**src/rtl/neuron_pkg.sv**
```systemverilog
// Shared definitions for the neuron MAC: FSM encoding, default format constants,
// and the accumulator sizing rule.
package neuron_pkg;

  typedef enum logic [1:0] {
    ST_IDLE = 2'd0,
    ST_ACC  = 2'd1,
    ST_FIN  = 2'd2
  } state_t;

  localparam int DW_DEF   = 16;
  localparam int FRAC_DEF = 8;

  // Wide enough that summing N full-width products plus the shifted bias cannot overflow.
  function automatic int acc_width(input int dw, input int n);
    return 2 * dw + $clog2(n) + 1;
  endfunction

endpackage

```
**src/rtl/mac_saturate.sv**
```systemverilog
// Fixed-point rescale of the accumulator: arithmetic shift by FRAC, clamp to DW bits,
// optional ReLU when NEURON_MAC_RELU_EN is defined.
module mac_saturate
  import neuron_pkg::*;
#(
  parameter int DW   = DW_DEF,
  parameter int AW   = 2 * DW_DEF + 4,
  parameter int FRAC = FRAC_DEF
) (
  input  logic signed [AW-1:0] acc,
  output logic        [DW-1:0] res
);

  localparam logic signed [AW-1:0] MAX_V = {{(AW-DW+1){1'b0}}, {(DW-1){1'b1}}};
  localparam logic signed [AW-1:0] MIN_V = {{(AW-DW+1){1'b1}}, {(DW-1){1'b0}}};

  logic signed [AW-1:0] shifted;
  logic        [DW-1:0] sat;

  // Shift toward minus infinity, then clamp into the signed DW range.
  always_comb begin
    shifted = acc >>> FRAC;
    if (shifted > MAX_V) begin
      sat = {1'b0, {(DW-1){1'b1}}};
    end else if (shifted < MIN_V) begin
      sat = {1'b1, {(DW-1){1'b0}}};
    end else begin
      sat = shifted[DW-1:0];
    end
`ifdef NEURON_MAC_RELU_EN
    if (sat[DW-1]) begin
      res = {DW{1'b0}};
    end else begin
      res = sat;
    end
`else
    res = sat;
`endif
  end

endmodule

```
**src/rtl/neuron_mac.sv**
```systemverilog
// Single-neuron multiply-accumulate: bias + sum of N products, rescaled and saturated.
// Optional ReLU on the result is enabled by defining NEURON_MAC_RELU_EN.
module neuron_mac
  import neuron_pkg::*;
#(
  parameter int DW   = DW_DEF,
  parameter int N    = 8,
  parameter int FRAC = FRAC_DEF
) (
  input  logic          clk,
  input  logic          rst,
  input  logic          start,
  input  logic [DW-1:0] bias,
  input  logic          in_valid,
  output logic          in_ready,
  input  logic [DW-1:0] x_in,
  input  logic [DW-1:0] w_in,
  output logic [DW-1:0] out,
  output logic          out_valid,
  output logic          busy
);

  localparam int AW = acc_width(DW, N);
  localparam int CW = $clog2(N + 1);
  localparam logic [CW-1:0] LAST_BEAT = CW'(N - 1);

  state_t                 state;
  logic signed [AW-1:0]   acc;
  logic        [CW-1:0]   cnt;
  logic signed [2*DW-1:0] prod;
  logic signed [AW-1:0]   prod_ext;
  logic signed [AW-1:0]   bias_ext;
  logic        [DW-1:0]   res;
  logic                   accept;

  assign accept   = in_valid && in_ready;
  assign prod     = $signed(x_in) * $signed(w_in);
  assign prod_ext = {{(AW-2*DW){prod[2*DW-1]}}, prod};
  assign bias_ext = {{(AW-DW){bias[DW-1]}}, bias} <<< FRAC;

  mac_saturate #(
    .DW   (DW),
    .AW   (AW),
    .FRAC (FRAC)
  ) u_sat (
    .acc (acc),
    .res (res)
  );

  // Evaluation FSM with accumulator, beat counter and registered handshake/result outputs.
  always_ff @(posedge clk or posedge rst) begin
    if (rst) begin
      state     <= ST_IDLE;
      acc       <= {AW{1'b0}};
      cnt       <= {CW{1'b0}};
      out       <= {DW{1'b0}};
      out_valid <= 1'b0;
      in_ready  <= 1'b0;
      busy      <= 1'b0;
    end else begin
      case (state)
        ST_IDLE: begin
          out_valid <= 1'b0;
          if (start) begin
            state    <= ST_ACC;
            acc      <= bias_ext;
            cnt      <= {CW{1'b0}};
            in_ready <= 1'b1;
            busy     <= 1'b1;
          end
        end
        ST_ACC: begin
          out_valid <= 1'b0;
          if (accept) begin
            acc <= acc + prod_ext;
            cnt <= cnt + CW'(1'b1);
            if (cnt == LAST_BEAT) begin
              state    <= ST_FIN;
              in_ready <= 1'b0;
            end
          end
        end
        ST_FIN: begin
          out       <= res;
          out_valid <= 1'b1;
          busy      <= 1'b0;
          state     <= ST_IDLE;
        end
        default: begin
          state     <= ST_IDLE;
          out_valid <= 1'b0;
          in_ready  <= 1'b0;
          busy      <= 1'b0;
        end
      endcase
    end
  end

endmodule
```
**config.mk**
```make
export PLATFORM = sky130hd
export DESIGN_NAME = neuron_mac
export DESIGN_NICKNAME = d
export VERILOG_FILES = /design/src/rtl/neuron_pkg.sv /design/src/rtl/mac_saturate.sv /design/src/rtl/neuron_mac.sv
export SDC_FILE = /design/constraint.sdc
export NUM_CORES = 1
export LEC_CHECK = 0
export ABC_AREA = 1
export CORE_MARGIN = 2
export CORE_UTILIZATION = 65
export CTS_BUF_LIST = sky130_fd_sc_hd__clkbuf_4 sky130_fd_sc_hd__clkbuf_8
export CTS_CLUSTER_SIZE = 16
export DETAILED_ROUTE_END_ITERATION = 8
export GPL_ROUTABILITY_DRIVEN = 1
export PLACE_DENSITY = 0.91
export SETUP_SLACK_MARGIN = 0.4
export SLEW_MARGIN = 20
export SYNTH_ARGS = -nofsm -noshare
export SYNTH_HDL_FRONTEND = slang
export SYNTH_HIERARCHICAL = 1
export SYNTH_SLANG_ARGS = --single-unit
```
**constraint.sdc**
```tcl
create_clock -name clk -period 9.8 [get_ports clk]
set_input_delay 2.94 -clock clk [delete_from_list [all_inputs] [get_ports clk]]
set_output_delay 2.94 -clock clk [all_outputs]
set_load 0.01 [all_outputs]
```
# Word level (Yosys, flattened, before mapping)
# Index checks and enable logic that the tools add are counted.
totals:
  output_inout_bits: 19
  ff_bits: 61
  inputBits: 52
  elab_cells: 45
op_classes:
  n_mul: 1
  eq_ne: 6
  order_cmp: 2
  n_addsub: 2
  reduce_logical: 7
  bitwise: 2
  mux: 18
op_table:
  columns: ["operator", "count"]
  rows:
  - ["$mux 36", 2]
  - ["$pmux 36 s2", 1]
  - ["$add 36x32->36", 1]
  - ["$mul 16x16->32", 1]
  - ["$mux 16", 2]
  - ["$gt 28x16->1 const B", 1]
  - ["$lt 28x16->1 const B", 1]
  - ["$mux 4", 2]
  - ["$pmux 4 s2", 1]
  - ["$mux 2", 3]
  - ["$ne 2x2->1 const B", 3]
  - ["$reduce_and 3->1", 2]
  - ["$add 4x1->4 const B", 1]
  - ["$eq 4x3->1 const B", 1]
  - ["$mux 1", 4]
  - ["$pmux 2 s2", 1]
  - ["$reduce_and 4->1", 1]
  - ["$pmux 1 s3", 1]
  - ["$eq 2x1->1 const B", 1]
  - ["$eq 2x2->1 const B", 1]
  - ["$logic_not 2->1", 1]
  - ["$not 1->1", 2]
  - ["$pmux 1 s2", 1]
  - ["$reduce_and 2->1", 1]
  - ["2 further kinds", 2]

# Longest topological paths before layout
logic_depth:
  ltp_word: 4
  ltp_mapped: 29
  mapped_depth_nobuf: 27

# By module
# Netlist, hierarchy kept.
modules_own_cells:
  columns: ["module", "area_per_inst_um2", "seq_area_each_um2", "cells_each", "instances"]
  rows:
  - ["neuron_mac", 15467.3, 1526.5, 2040, 1]
  - ["mac_saturate", 261.5, 0.0, 57, 1]

# Least setup slack after synthesis
# Ideal clock, no wire load.
synth_path:
  path_kind: "input-to-reg"
  from: "input port w_in[3]"
  to: "register acc[34]"
  required_ns: 9.683
  setup_time_ns: 0.117
  arrival_time_ns: 8.141
  n_path_buf: 2
  path_stages: 22
  path_slack_ns: 1.542
  cell_sequence: "clkbuf_1 clkbuf_1 nand2_1 fa_1 fa_1 fa_1 inv_1 fa_1 fa_1 inv_1 fa_1 inv_1 ha_1 inv_1 nor3_1 and2_1 and2_1 nand2_1 nand2_1 nand2_1 nand3_1 nand2_1"
synth_between:
  elab_chain_len: 4
synth_rtl:
  columns: ["element", "line_no", "source"]
  rows:
  - ["from (decl)", "neuron_mac.sv:17", "input logic [DW-1:0] w_in,"]
  - ["$mul 16x16->32", "neuron_mac.sv:37", "assign prod = $signed(x_in) * $signed(w_in);"]
  - ["$add 36x32->36", "neuron_mac.sv:75", "acc <= acc + prod_ext;"]
  - ["$mux 36", "neuron_mac.sv:74", "if (accept) begin"]
  - ["$pmux 36 s2", "neuron_mac.sv:61", "case (state)"]
  - ["to (signal assigned)", "neuron_mac.sv:54", "acc <= {AW{1'b0}};"]
  - ["to (signal assigned)", "neuron_mac.sv:66", "acc <= bias_ext;"]
  - ["to (signal assigned)", "neuron_mac.sv:75", null]
  - ["to (decl)", "neuron_mac.sv:28", "logic signed [AW-1:0] acc;"]
# No other way between the ends. The select of a mux whose other input is x is not followed.
# A chain may end at the register's enable or synchronous reset.

# Worst setup path in the final report
layout_path:
  from: "input port w_in[10]"
  to: "register acc[33]"
# The elaborated chain is that of the path after synthesis.

==> run_results.csv <==
group,metric,value,unit
timing,setup_viol,0,
clocking,cts_setup_buffers,0,
timing,finalHoldViolCount,0,
die,die_h,160,um
synthesis,ys_seq_area_frac,0.0970,
clocking,cts_buffer_depth,2,
drt,ant_nets,0,
run_status,status,"finished, final reports clean",
synthesis,synth_cells,2097,
setup_path,r2r_cells,21,
final_layout,stdcell_count,2439,
die,die_w,160,um
grt,grt.busiest_layer,"met2",
die,dieArea,25500,sq um
synthesis,synth_area,15700,sq um
setup_path,path_cells,"clkdlybuf4s50_1 -> nand2_1 -> fa_1 -> inv_1 -> fa_1 -> fa_1 -> inv_1 -> fa_1 -> inv_1 -> fa_1 -> inv_1 -> fa_1 -> inv_1 -> ha_1 -> nand2_1 -> nor2_1 -> nand2_1 -> nor2_1 -> nand2_1 -> nand2_1 -> nand2_1 -> nand3_1 -> nand2_1",
setup_path,critical_path_class,"in2reg",
worst_hold_path,min_from,"out[13]",
final_layout,fin_nets,2588,
timing,tightest_slew,0.817,ns
timing,rsz0062_at_grt,"no",
timing,fin_setup_tns,0,ns
drt,drtIter0Drc,1158,
setup_path,max_stage_delay,0.97,ns
setup_path,critPathSlowestCell,"clkdlybuf4s50_1",
die,ios,71,
grt,use_met3,0.0651,
setup_path,worst_setup_path_start_kind,"primary input",
setup_path,ff2ff_setup_slack,4.99,ns
setup_path,cp.required,10.06,ns
clocking,cts_hold_buf,0,
timing,max_freq,0.111,GHz
clocking,cts.sinks,61,
die,num_rows,56,
placed_design,io_buffer_count,70,
grt,grt_max_degree,62,
grt,use_met2,0.571,
placed_design,gp_congestion,0.923,
drt,viasPerCell,5.30,
timing,slew_headroom,0.453,
synthesis,ys_types,37,
grt,grt_pass1_vias,13800,
setup_path,path_max_fanout,16,
synthesis,avgSynthCellArea,7.50,sq um
drt,dr.pass1.iters,5,
worst_hold_path,hold_path_class,"reg2reg",
grt,grt.met1_usage,0.456,
die,core-area,23600,sq um
die,start_util,0.666,
worst_hold_path,hold_depth,2,
drt,vias,12900,
clocking,cts_tree,"done",
job,drv_cap,0,
final_layout,drive_gt1_frac,0.0302,
synthesis,syn_nets,2571,
synthesis,ys_warn_count,6,
final_layout,synthToLayoutAreaGrowth,6.75,%
timing,fin_crit,8.99,ns
clocking,cts_buffers,9,
clocking,clockRootBuffer,"clkbuf_8",
grt,gr-total-overflow,0,
synthesis,ys_ff_latch,61,
drt,wl,41.0,mm
clocking,clk_pin_slew,0.08,ns
clocking,clk_latency,0.37,ns
grt,grt_pass1_wl,69.2,mm
grt,grt_usage,0.344,
grt,antenna_found_initial,0,
setup_path,arrival,9.25,ns
drt,drcViolationCount,0,
clocking,htreeDepth,3,
setup_path,end_kind,"register",
setup_path,rr_startpoint,"acc[15]",
drt,wire_per_inst,16.8,um
placed_design,dp_cells,2422,
timing,skew,0.0133,ns
timing,drv_slew,0,
placed_design,hpwl,35.3,mm
timing,period_share,0.918,
setup_path,r2r-end,"acc[33]",
worst_hold_path,min_to,"out[13]",
setup_path,crit_top_cell,"nand2_1",
[Yosys cell counts, drive strengths merged]
master  count  area, sq um
fa        314         6290
nor3        5         35.0
clkbuf     65          244
ha        108         1350
buf        11         91.3
inv       645         2420
a21oi      30          150
nand2     652         2490
and2        4         25.0
clkinv      2         7.51
a21o        3         22.5
dfrtp      61         1530
nand3b      7         52.6
nor2       86          394
xnor2       6         52.6
o21bai      3         22.5
xor2        2         17.5
o21ai      17         85.1
nand3      50          255
a22o        8         70.1
nand4       6         37.5
or2         1         6.26
and3        2         12.5
o211ai      9         67.6
[cell families after synthesis]
group           Yosys count  share of synthesized area
buf+inv                 723                      0.176
fa+ha+maj               422                      0.486
compound gates           70                     0.0266
flops                    61                     0.0970
simple gates            813                      0.211
xor+xnor                  8                    0.00445
[critical path, delay by kind of cell]
family | cells | cell delay [ns]
fa+ha+maj | 7 | 3.67
buf+inv | 6 | 1.36
simple gates | 10 | 1.29
[per-layer routing]
| metal | up-vias | wire length, um |
|---|---|---|
| met3 | 126 | 3490 |
| met1 | 6249 | 16400 |
| met5 | - | 0 |
| li1 | 5918 | - |
| met4 | 0 | 1450 |
| met2 | 628 | 19600 |
[worst max path at each step]
stage | from | endpoint | slack, ns | depth (start not counted)
2_1_floorplan | w_in[3] | acc[34] | 1.54 | 22
3_3_place_gp | w_in[10] | acc[33] | 0.55 | 22
3_5_place_dp | w_in[4] | acc[33] | 0.43 | 20
4_1_cts | w_in[4] | acc[33] | 0.79 | 20
5_1_grt | w_in[10] | acc[33] | 0.48 | 23
6_report | w_in[10] | acc[33] | 0.81 | 23
[flip-flops by register name (all words and copies together), names as in the netlist]
signal     flops
acc           36
out           16
cnt            4
state          2
busy           1
in_ready       1
out_valid      1
[what timing repair did]
action	in CTS	in global routing
gates resized for setup	0	1
setup endpoints to repair	0	1
endpoints found under the hold margin	0	0
[stage by stage]
step | cell area, sq um | setup WS [ns] | hold slack, ns | util
finish | 16800 | 0.808 | 0.483 | 0.711
global route | 16800 | 0.484 | 0.507 | 0.711
detailed placement | 16600 | 0.425 | 0.468 | 0.702
global placement | 16600 | 0.550 | 0.466 | 0.702
floorplan | 15700 | 1.54 | 0.459 | -
CTS | 16800 | 0.795 | 0.490 | 0.711
[cell type report]
| class | instances | area [sq um] |
|---|---|---|
| Antenna cell | 1 | 2.50 |
| Fill cell | 1759 | 6820 |
| Clock buffer | 9 | 124 |
| Timing Repair Buffer | 82 | 793 |
| Sequential cell | 61 | 1530 |
| Tap cell | 319 | 399 |
| Multi-Input combinational cell | 1313 | 11400 |
| Inverter | 647 | 2430 |
| Clock inverter | 7 | 78.8 |
[placed cells by master (no fill, tap or decap), drive strengths merged, types with 2 or more instances in the layout]
master         instances
a21o                   3
a21oi                 30
a22o                   8
and2                   4
and3                   2
buf                   12
clkbuf                 9
clkdlybuf4s50         69
clkinv                 4
dfrtp                 61
fa                   314
ha                   108
inv                  649
nand2                652
nand3                 50
nand3b                 7
nand4                  6
nor2                  86
nor3                   5
o211ai                 9
o21ai                 17
o21bai                 3
xnor2                  6
xor2                   2
Power is left out: the tool's default activity adds up to more than one toggle a clock period on the data nets, which glitch-free logic cannot reach.
